===== src/rtl/tx_link_seq.sv =====
`default_nettype none
// +--------------------------------------------------------------------------+
// | tx_link_seq : JESD204B TX link-layer sequencer, CGS -> ILAS -> DATA,      |
// |               one lane, 4 octets per beat.      Rev 1.0                   |
// +--------------------------------------------------------------------------+
module tx_link_seq #(
  parameter int RESYNC_CYC = 8
) (
  input  logic         CLK,
  input  logic         RST_n,
  input  logic         EN,
  input  logic         SYNC_n,
  input  logic         SYNCED,
  input  logic [3:0]   MS,
  input  logic [3:0]   ME,
  input  logic [111:0] CFG,
  input  logic [31:0]  TX_DATA,
  output logic         TX_READY,
  output logic [31:0]  DOUT,
  output logic [3:0]   KOUT,
  output logic [1:0]   STATE,
  output logic [1:0]   ILAS_MF
);

  typedef enum logic [1:0] {
    ST_CGS  = 2'b00,
    ST_WAIT = 2'b01,
    ST_ILAS = 2'b10,
    ST_DATA = 2'b11
  } state_t;

  localparam logic [7:0]  RS_LIM = 8'(RESYNC_CYC);
  localparam logic [31:0] K_BEAT = 32'hBCBCBCBC;

  state_t      state, state_nx;
  logic [1:0]  ilas_mf, mf_nx, mf_cur;
  logic [7:0]  beat_cnt, beat_nx, beat_idx;
  logic [7:0]  rs_cnt, rs_nx, rs_inc;
  logic        rs_hit, ilas_go;
  logic [31:0] dout, dout_nx, ilas_dout;
  logic [3:0]  kout, kout_nx, ilas_kout;
  logic [127:0] cfg_ext;
  logic [7:0]  oct_n, oct_v;
  logic        oct_k;
  logic [3:0]  cfg_idx;
  logic        unused_ms_me;

  assign unused_ms_me = &{1'b0, MS[3:1], ME[2:0]};

  // Zero-padded so any 4-bit config index stays inside the vector.
  assign cfg_ext  = {16'h0000, CFG};
  assign beat_idx = MS[0] ? 8'd0 : beat_cnt;
  assign mf_cur   = (state == ST_ILAS) ? ilas_mf : 2'd0;
  assign rs_inc   = (rs_cnt == 8'hFF) ? 8'hFF : rs_cnt + 8'd1;
  assign rs_hit   = !SYNC_n && (rs_inc >= RS_LIM);

  always_comb begin
    ilas_dout = '0;
    ilas_kout = '0;
    oct_n     = '0;
    oct_v     = '0;
    oct_k     = 1'b0;
    cfg_idx   = '0;
    for (int i = 0; i < 4; i++) begin
      oct_n   = {beat_idx[5:0], 2'(i)};
      cfg_idx = oct_n[3:0] - 4'd2;
      oct_v   = oct_n;
      oct_k   = 1'b0;
      if (oct_n == 8'd0) begin
        oct_v = 8'h1C;
        oct_k = 1'b1;
      end else if (mf_cur == 2'd1 && oct_n == 8'd1) begin
        oct_v = 8'h9C;
        oct_k = 1'b1;
      end else if (mf_cur == 2'd1 && oct_n <= 8'd15) begin
        oct_v = cfg_ext[{cfg_idx, 3'b000} +: 8];
      end
      // /A/ wins over config when the multiframe is too short to hold C13.
      if (i == 3 && ME[3]) begin
        oct_v = 8'h7C;
        oct_k = 1'b1;
      end
      ilas_dout[8*i +: 8] = oct_v;
      ilas_kout[i]        = oct_k;
    end
  end

  always_comb begin
    state_nx = state;
    mf_nx    = ilas_mf;
    beat_nx  = beat_cnt;
    rs_nx    = 8'd0;
    dout_nx  = K_BEAT;
    kout_nx  = 4'hF;
    ilas_go  = 1'b0;
    case (state)
      ST_CGS: begin
        if (SYNC_n && SYNCED) state_nx = ST_WAIT;
      end
      ST_WAIT: begin
        if (!SYNCED || !SYNC_n) state_nx = ST_CGS;
        else if (MS[0])         ilas_go  = 1'b1;
      end
      default: begin
        rs_nx = SYNC_n ? 8'd0 : rs_inc;
        if (!SYNCED || rs_hit) begin
          state_nx = ST_CGS;
          rs_nx    = 8'd0;
        end else if (state == ST_ILAS) begin
          ilas_go = 1'b1;
        end else begin
          dout_nx = TX_DATA;
          kout_nx = 4'h0;
        end
      end
    endcase
    if (ilas_go) begin
      dout_nx  = ilas_dout;
      kout_nx  = ilas_kout;
      beat_nx  = beat_idx + 8'd1;
      state_nx = ST_ILAS;
      mf_nx    = mf_cur;
      if (ME[3]) begin
        if (mf_cur == 2'd3) state_nx = ST_DATA;
        else                mf_nx    = mf_cur + 2'd1;
      end
    end
  end

  always_ff @(posedge CLK) begin
    if (!RST_n) begin
      state    <= ST_CGS;
      ilas_mf  <= 2'd0;
      beat_cnt <= 8'd0;
      rs_cnt   <= 8'd0;
      dout     <= K_BEAT;
      kout     <= 4'hF;
    end else if (EN) begin
      state    <= state_nx;
      ilas_mf  <= mf_nx;
      beat_cnt <= beat_nx;
      rs_cnt   <= rs_nx;
      dout     <= dout_nx;
      kout     <= kout_nx;
    end
  end

  assign TX_READY = (state == ST_DATA) && EN;
  assign DOUT     = dout;
  assign KOUT     = kout;
  assign STATE    = state;
  assign ILAS_MF  = ilas_mf;

endmodule
`default_nettype wire


===== config.mk =====
export PLATFORM = sky130hd
export DESIGN_NAME = tx_link_seq
export DESIGN_NICKNAME = d
export VERILOG_FILES = /design/src/rtl/tx_link_seq.sv
export SDC_FILE = /design/constraint.sdc
export NUM_CORES = 1
export LEC_CHECK = 0
export BUFFER_PORTS_ARGS = -buffer_cell sky130_fd_sc_hd__buf_2
export CORE_UTILIZATION = 45
export CTS_CLUSTER_SIZE = 12
export DETAILED_ROUTE_END_ITERATION = 12
export GPL_TIMING_DRIVEN = 0
export PLACE_DENSITY = 0.91
export SYNTH_ARGS = -nofsm -noshare
export SYNTH_HDL_FRONTEND = slang
export SYNTH_SLANG_ARGS = --single-unit

===== constraint.sdc =====
create_clock -name CLK -period 4.48 [get_ports CLK]
set_input_delay 1.344 -clock CLK [delete_from_list [all_inputs] [get_ports CLK]]
set_output_delay 1.344 -clock CLK [all_outputs]
set_load 0.02 [all_outputs]

Word-level counts from Yosys, hierarchy flattened
Cells that the tools add are included.
Widths: inputs -> output; s select.
{"block": "op_classes", "n_addsub": 7, "order_cmp": 5, "eq_ne": 8, "shift": 4, "n_mux": 38, "n_reduce_logical": 18}
{"cell": "$shiftx 128x8->8", "count": 4}
{"cell": "$mux 32", "count": 4}
{"cell": "$mux 8", "count": 12}
{"cell": "$le 8x4->1 const B", "count": 4}
{"cell": "$add 8x1->8 const B", "count": 2}
{"cell": "$mux 4", "count": 4}
{"cell": "$sub 4x2->4 const B", "count": 4}
{"cell": "$mux 2", "count": 7}
{"cell": "$mux 1", "count": 9}
{"cell": "$eq 8x8->1 const B", "count": 1}
{"cell": "$ge 8x4->1 const B", "count": 1}
{"cell": "$logic_and 1x1->1", "count": 8}
{"cell": "$eq 2x2->1 const B", "count": 3}
{"cell": "$logic_not 6->1", "count": 1}
{"cell": "$ne 3x3->1 const B", "count": 2}
{"cell": "$eq 2x1->1 const B", "count": 2}
{"cell": "$pmux 2 s2", "count": 1}
{"cell": "$reduce_and 4->1", "count": 1}
{"cell": "$reduce_bool 4->1", "count": 1}
{"cell": "$add 2x1->2 const B", "count": 1}
{"cell": "$logic_not 1->1", "count": 2}
{"cell": "$logic_not 2->1", "count": 1}
{"cell": "$logic_or 1x1->1", "count": 2}
{"cell": "$pmux 1 s2", "count": 1}
{"cell": "other kinds (2)", "count": 2}
{"block": "totals", "reg_bits": 56, "input_bits": 157, "output_inout_bits": 41, "word_cells": 86}

Depth between registers and ports, before layout
{"block": "logic_depth", "word_depth": 9, "ltp_mapped": 13, "ltp_nobuf": 9}

Worst setup path after synthesis
No wires, ideal clock.
{"block": "synth_path", "path_kind": "in2reg", "start": "in MS[0]", "end": "reg dout[15], in the netlist DOUT[15]", "setup_time_ns": 0.119, "t_arrival_ns": 3.416, "required_ns": 4.361, "setup_slack_ns": 0.945, "cell_stages": 12, "path_buffers": 4, "path_cell_list": "nor2b_1 -> clkbuf_1 -> inv_1 -> clkbuf_1 -> ha_1 -> clkbuf_1 -> clkbuf_1 -> mux2i_1 -> o21ai_0 -> a21oi_1 -> nand2_1 -> o221a_2"}
{"block": "synth_between", "elab_chain_len": 6, "word_cells_on_any_way": 13, "classes_between": "1 x add/sub; 1 x order compare; 1 x shift; 7 x mux; 3 x reduce/logical"}
{"element": "from (decl)", "line": "14", "rtl": "input logic [3:0] MS,"}
{"element": "$mux 8", "line": "52", "rtl": "assign beat_idx = MS[0] ? 8'd0 : beat_cnt;"}
{"element": "$sub 4x2->4 or $le 8x4->1 (tied branches)", "line": "66, 75"}
{"element": "$shiftx 128x8->8 or $logic_and 1x1->1 (tied branches)", "line": "76, 75"}
{"element": "$mux 8", "line": "75", "rtl": "end else if (mf_cur == 2'd1 && oct_n <= 8'd15) begin"}
{"element": "$mux 8", "line": "72", "rtl": "end else if (mf_cur == 2'd1 && oct_n == 8'd1) begin"}
{"element": "$mux 32 *", "line": "117", "rtl": "if (ilas_go) begin"}
{"element": "to (signal assigned)", "line": "143", "rtl": "dout <= dout_nx;"}
{"element": "to (decl)", "line": "40", "rtl": "logic [31:0] dout, dout_nx, ilas_dout;"}
Every way passes the cells marked *; elsewhere a longest branch is shown, timed or not.
A chain may end at the register's enable or synchronous reset.

Worst setup path after layout
Same ends and word-level chain as after synthesis.

==> metrics.csv <==
stage,metric,value,unit
yosys,most frequent cell after synthesis,nand2_1,
global_routing,GRT Overall Usage,34.2,%
outcome,status,"finished, final reports clean",
global_routing,first-pass GRT wire length,22.8,mm
routing,drt wl/cell,18.7,µm
setup_path,CP Buf/Inv Count,6,
routing,Vias,4832,
placed_design,Final GP Congestion,0.936,
pwr,power density cells,209,mW/mm²
layout,Ant. Diodes,0,
die,Starting Density,46.8,%
sta,Worst-Margin Slew,0.783,ns
yosys,Synth cell types,59,
setup_path,Crit. End Element,flip-flop,
yosys,Mean Syn Cell Area,7.57,µm²
yosys,Synth top cells by count,"55 x nand2_1, 54 x dfxtp_1, 38 x clkbuf_1, 31 x o21ai_0, 30 x a21oi_1",
yosys,Post-synth EDFFs,0,
clock_tree,Clock Latency Late Sink,0.32,ns
layout,Layout Cells excl Fill,780,
placed_design,Inst Count DP,772,
layout,"Non-Filler Cell Area, Final",0.00483,mm²
pwr,leakage,2.11,nW
clock_tree,Sink Count,54,
yosys,post-synth top area share,29.7,%
die,Core ar.,0.00777,mm²
setup_path,Worst EP arrival,4.52,ns
sta,RSZ-0062 raised after global routing,false,
setup_path,CP Depth,13,
routing,vias per cell,6.19,
clock_tree,Num CTS Buffers,5,
placed_design,IO Port Bufs,190,
layout,final core occ,62.2,%
die,Std-Cell Rows,32,
sta,final worst setup slack,0.179,ns
setup_path,CP startpoint,MS[0],
clock_tree,CTS Hold Buffers Added,0,
global_routing,initial antenna violation count,0,
sta,Slew HR,47.6,%
clock_tree,TritonCTS clock tree,done,
yosys,sequential element share of the synthesized area,29.7,%
global_routing,largest net degree at the start of global routing,19,
clock_tree,root cell of the clock tree,clkbuf_8,
setup_path,FF-to-FF End,DOUT[15]$_SDFFE_PN1P_,
sta,crit share post-route,96.0,%
yosys,Yosys Warn Count,0,
sta,hold violation total from the final report,0,
sta,max-slew violation count,0,
pwr,total power,1.01,mW
setup_path,Worst R2R Start,beat_cnt[0]$_SDFFE_PN0P_,
layout,Syn-to-layout area delta,32.9,%
setup_path,Critical Path End,DOUT[15]$_SDFFE_PN1P_,
setup_path,crit-path max FO,10,
placed_design,dpl hpwl,11.3,mm
die,I/O Pins,198,
routing,initial detailed-routing violation count,535,
routing,DR pass1 iterations,5,
layout,layout cell share with drive strength beyond 1,32.4,%
die,die width,91.9,µm
flow_run,max-capacitance violation count,0,
layout,nets@finish,837,
yosys,synthesized flop and latch total,54,
global_routing,vias in the first global route,4593,
global_routing,GRT overflow,0,
clock_tree,CTS H-tree lvls,2,
pwr,VDD IR max,0.152,mV
clock_tree,"CTS clk-pin slew, worst paths",0.11,ns
clock_tree,Post-CTS Setup Bufs,0,
sta,FMAX,232,MHz
setup_path,Startpoint Class,input pin,
yosys,Synth Net Count,640,
placed_design,dpl cell area,0.00471,mm²
setup_path,CP top delay family,buffers and inverters,
yosys,"FFs w/ async S/R, synth",0,%
die,Die Span Y,91.9,µm
setup_path,CP max stage cell,clkbuf_1,
sta,endpoints failing setup,0,
clock_tree,Clock Path Buffers,2,
setup_path,FF-to-FF path depth,12,
routing,Detailed Route WL,14.6,mm
setup_path,slowest cell delay on critical path,0.52,ns
yosys,leading area contributor after synthesis,dfxtp_1,
yosys,Syn Inst Count,480,
sta,minimum clock period,4.30,ns
worst_hold_path,Hold Crit Class,reg2reg,
setup_path,WP data required,4.70,ns
worst_hold_path,Hold Path Origin,rs_cnt[5]$_SDFFE_PN0P_,
die,full die area,0.00844,mm²
routing,DRC errors left,0,
setup_path,WS Path Type,in2reg,
placed_design,pre-CTS WS,-0.0327,ns
yosys,dominant synthesized flop cell,dfxtp_1,
yosys,mapped cell area,0.00364,mm²
setup_path,cell mode on critical path,clkbuf_1,
clock_tree,Post-CTS Resized,0,
setup_path,r2r setup slk,1.04,ns
setup_path,worst path cell trace,"buf_2, nor2b_1, clkbuf_1, inv_1, clkbuf_1, ha_1, clkbuf_1, clkbuf_1, mux2i_1, o21ai_0, a21oi_1, nand2_1, o221a_2",
sta,Worst Skew,0.0126,ns
routing,Final ANT Viol Nets,0,
yosys,largest cells by area after synthesis,"dfxtp_1 30%, nand2_1 5.7%, mux2i_1 5.0%",
kinds of logic after synthesis:
| family | count (synthesis) | synth area share, % |
|---|---|---|
| multiplexers | 22 | 6.19 |
| AND/OR/NAND/NOR | 175 | 24.0 |
| adder cells (fa/ha/maj) | 3 | 1.03 |
| buffers and inverters | 63 | 6.57 |
| AO/OA/AOI/OAI | 163 | 32.5 |
| flip-flops | 54 | 29.7 |
metal layers:
metal	vias to the layer above	part of all wire [%]	track usage [%]
li1	2193	-	-
met1	2242	38	41.0
met2	341	48	58.0
met3	56	10	7.79
met4	0	3.6	15.6
met5	-	0	0
worst min path at each step:
stage	endpoint	slack (ns)	depth (start not counted)
floorplan	rs_cnt[5]$_SDFFE_PN0P_	0.44	2
global placement	rs_cnt[5]$_SDFFE_PN0P_	0.46	2
detailed placement	rs_cnt[5]$_SDFFE_PN0P_	0.46	2
CTS	rs_cnt[5]$_SDFFE_PN0P_	0.48	2
global route	DOUT[1]$_SDFFE_PN0P_	0.51	1
finish	rs_cnt[5]$_SDFFE_PN0P_	0.48	2
placed cells by master, fill, tap and decap left out, types with 3 or more instances in the layout:
cell type	count
o211ai_1	6
a311oi_1	5
nor3_1	4
mux2i_1	18
nand4_1	3
inv_1	20
o21ai_0	31
a211oi_1	9
nand3_1	28
ha_1	3
and2_1	8
a21o_1	3
or4_1	3
o221ai_1	15
and3_1	8
a31oi_1	15
nor2b_1	13
buf_2	192
dfxtp_1	54
nor2_1	26
nand2b_1	13
nand2_1	55
o41ai_1	3
a221o_1	10
a21oi_1	30
o22ai_1	5
clkbuf_1	38
clkbuf_8	5
mux2_2	4
o221a_2	10
worst min-delay path, delay by kind of cell (launching register included):
kind,cells,cell delay [ns]
flops,1,0.33
simple gates,1,0.04
buf+inv,1,0.07
sequential cells by signal (all words and copies together) (netlist names):
signal / cells
KOUT: 4
STATE: 2
ILAS_MF: 2
beat_cnt: 6
rs_cnt: 8
DOUT: 32
where the power goes:
part | switching, mW | total, mW | internal, mW
sequential | 0.00454 | 0.492 | 0.488
combinational | 0.0890 | 0.170 | 0.0806
clock | 0.180 | 0.349 | 0.170
total | 0.273 | 1.01 | 0.738
metrics by stage:
stage / hold slack [ns] / TNS [ns]
after floorplan: 0.439 / 0
after global placement: 0.455 / 0
after detailed placement: 0.458 / -0.0931
after CTS: 0.476 / 0
after global routing: 0.510 / 0
final: 0.477 / 0
layout make-up:
type | instances | area (µm²)
Buffer | 42 | 160
Tap cell | 102 | 128
Clock buffer | 5 | 68.8
Inverter | 21 | 78.8
Multi-Input combinational cell | 363 | 2320
Sequential cell | 54 | 1080
Clock inverter | 3 | 47.5
Timing Repair Buffer | 190 | 951
Fill cell | 704 | 2940
Power figures use the tool's default switching activity.
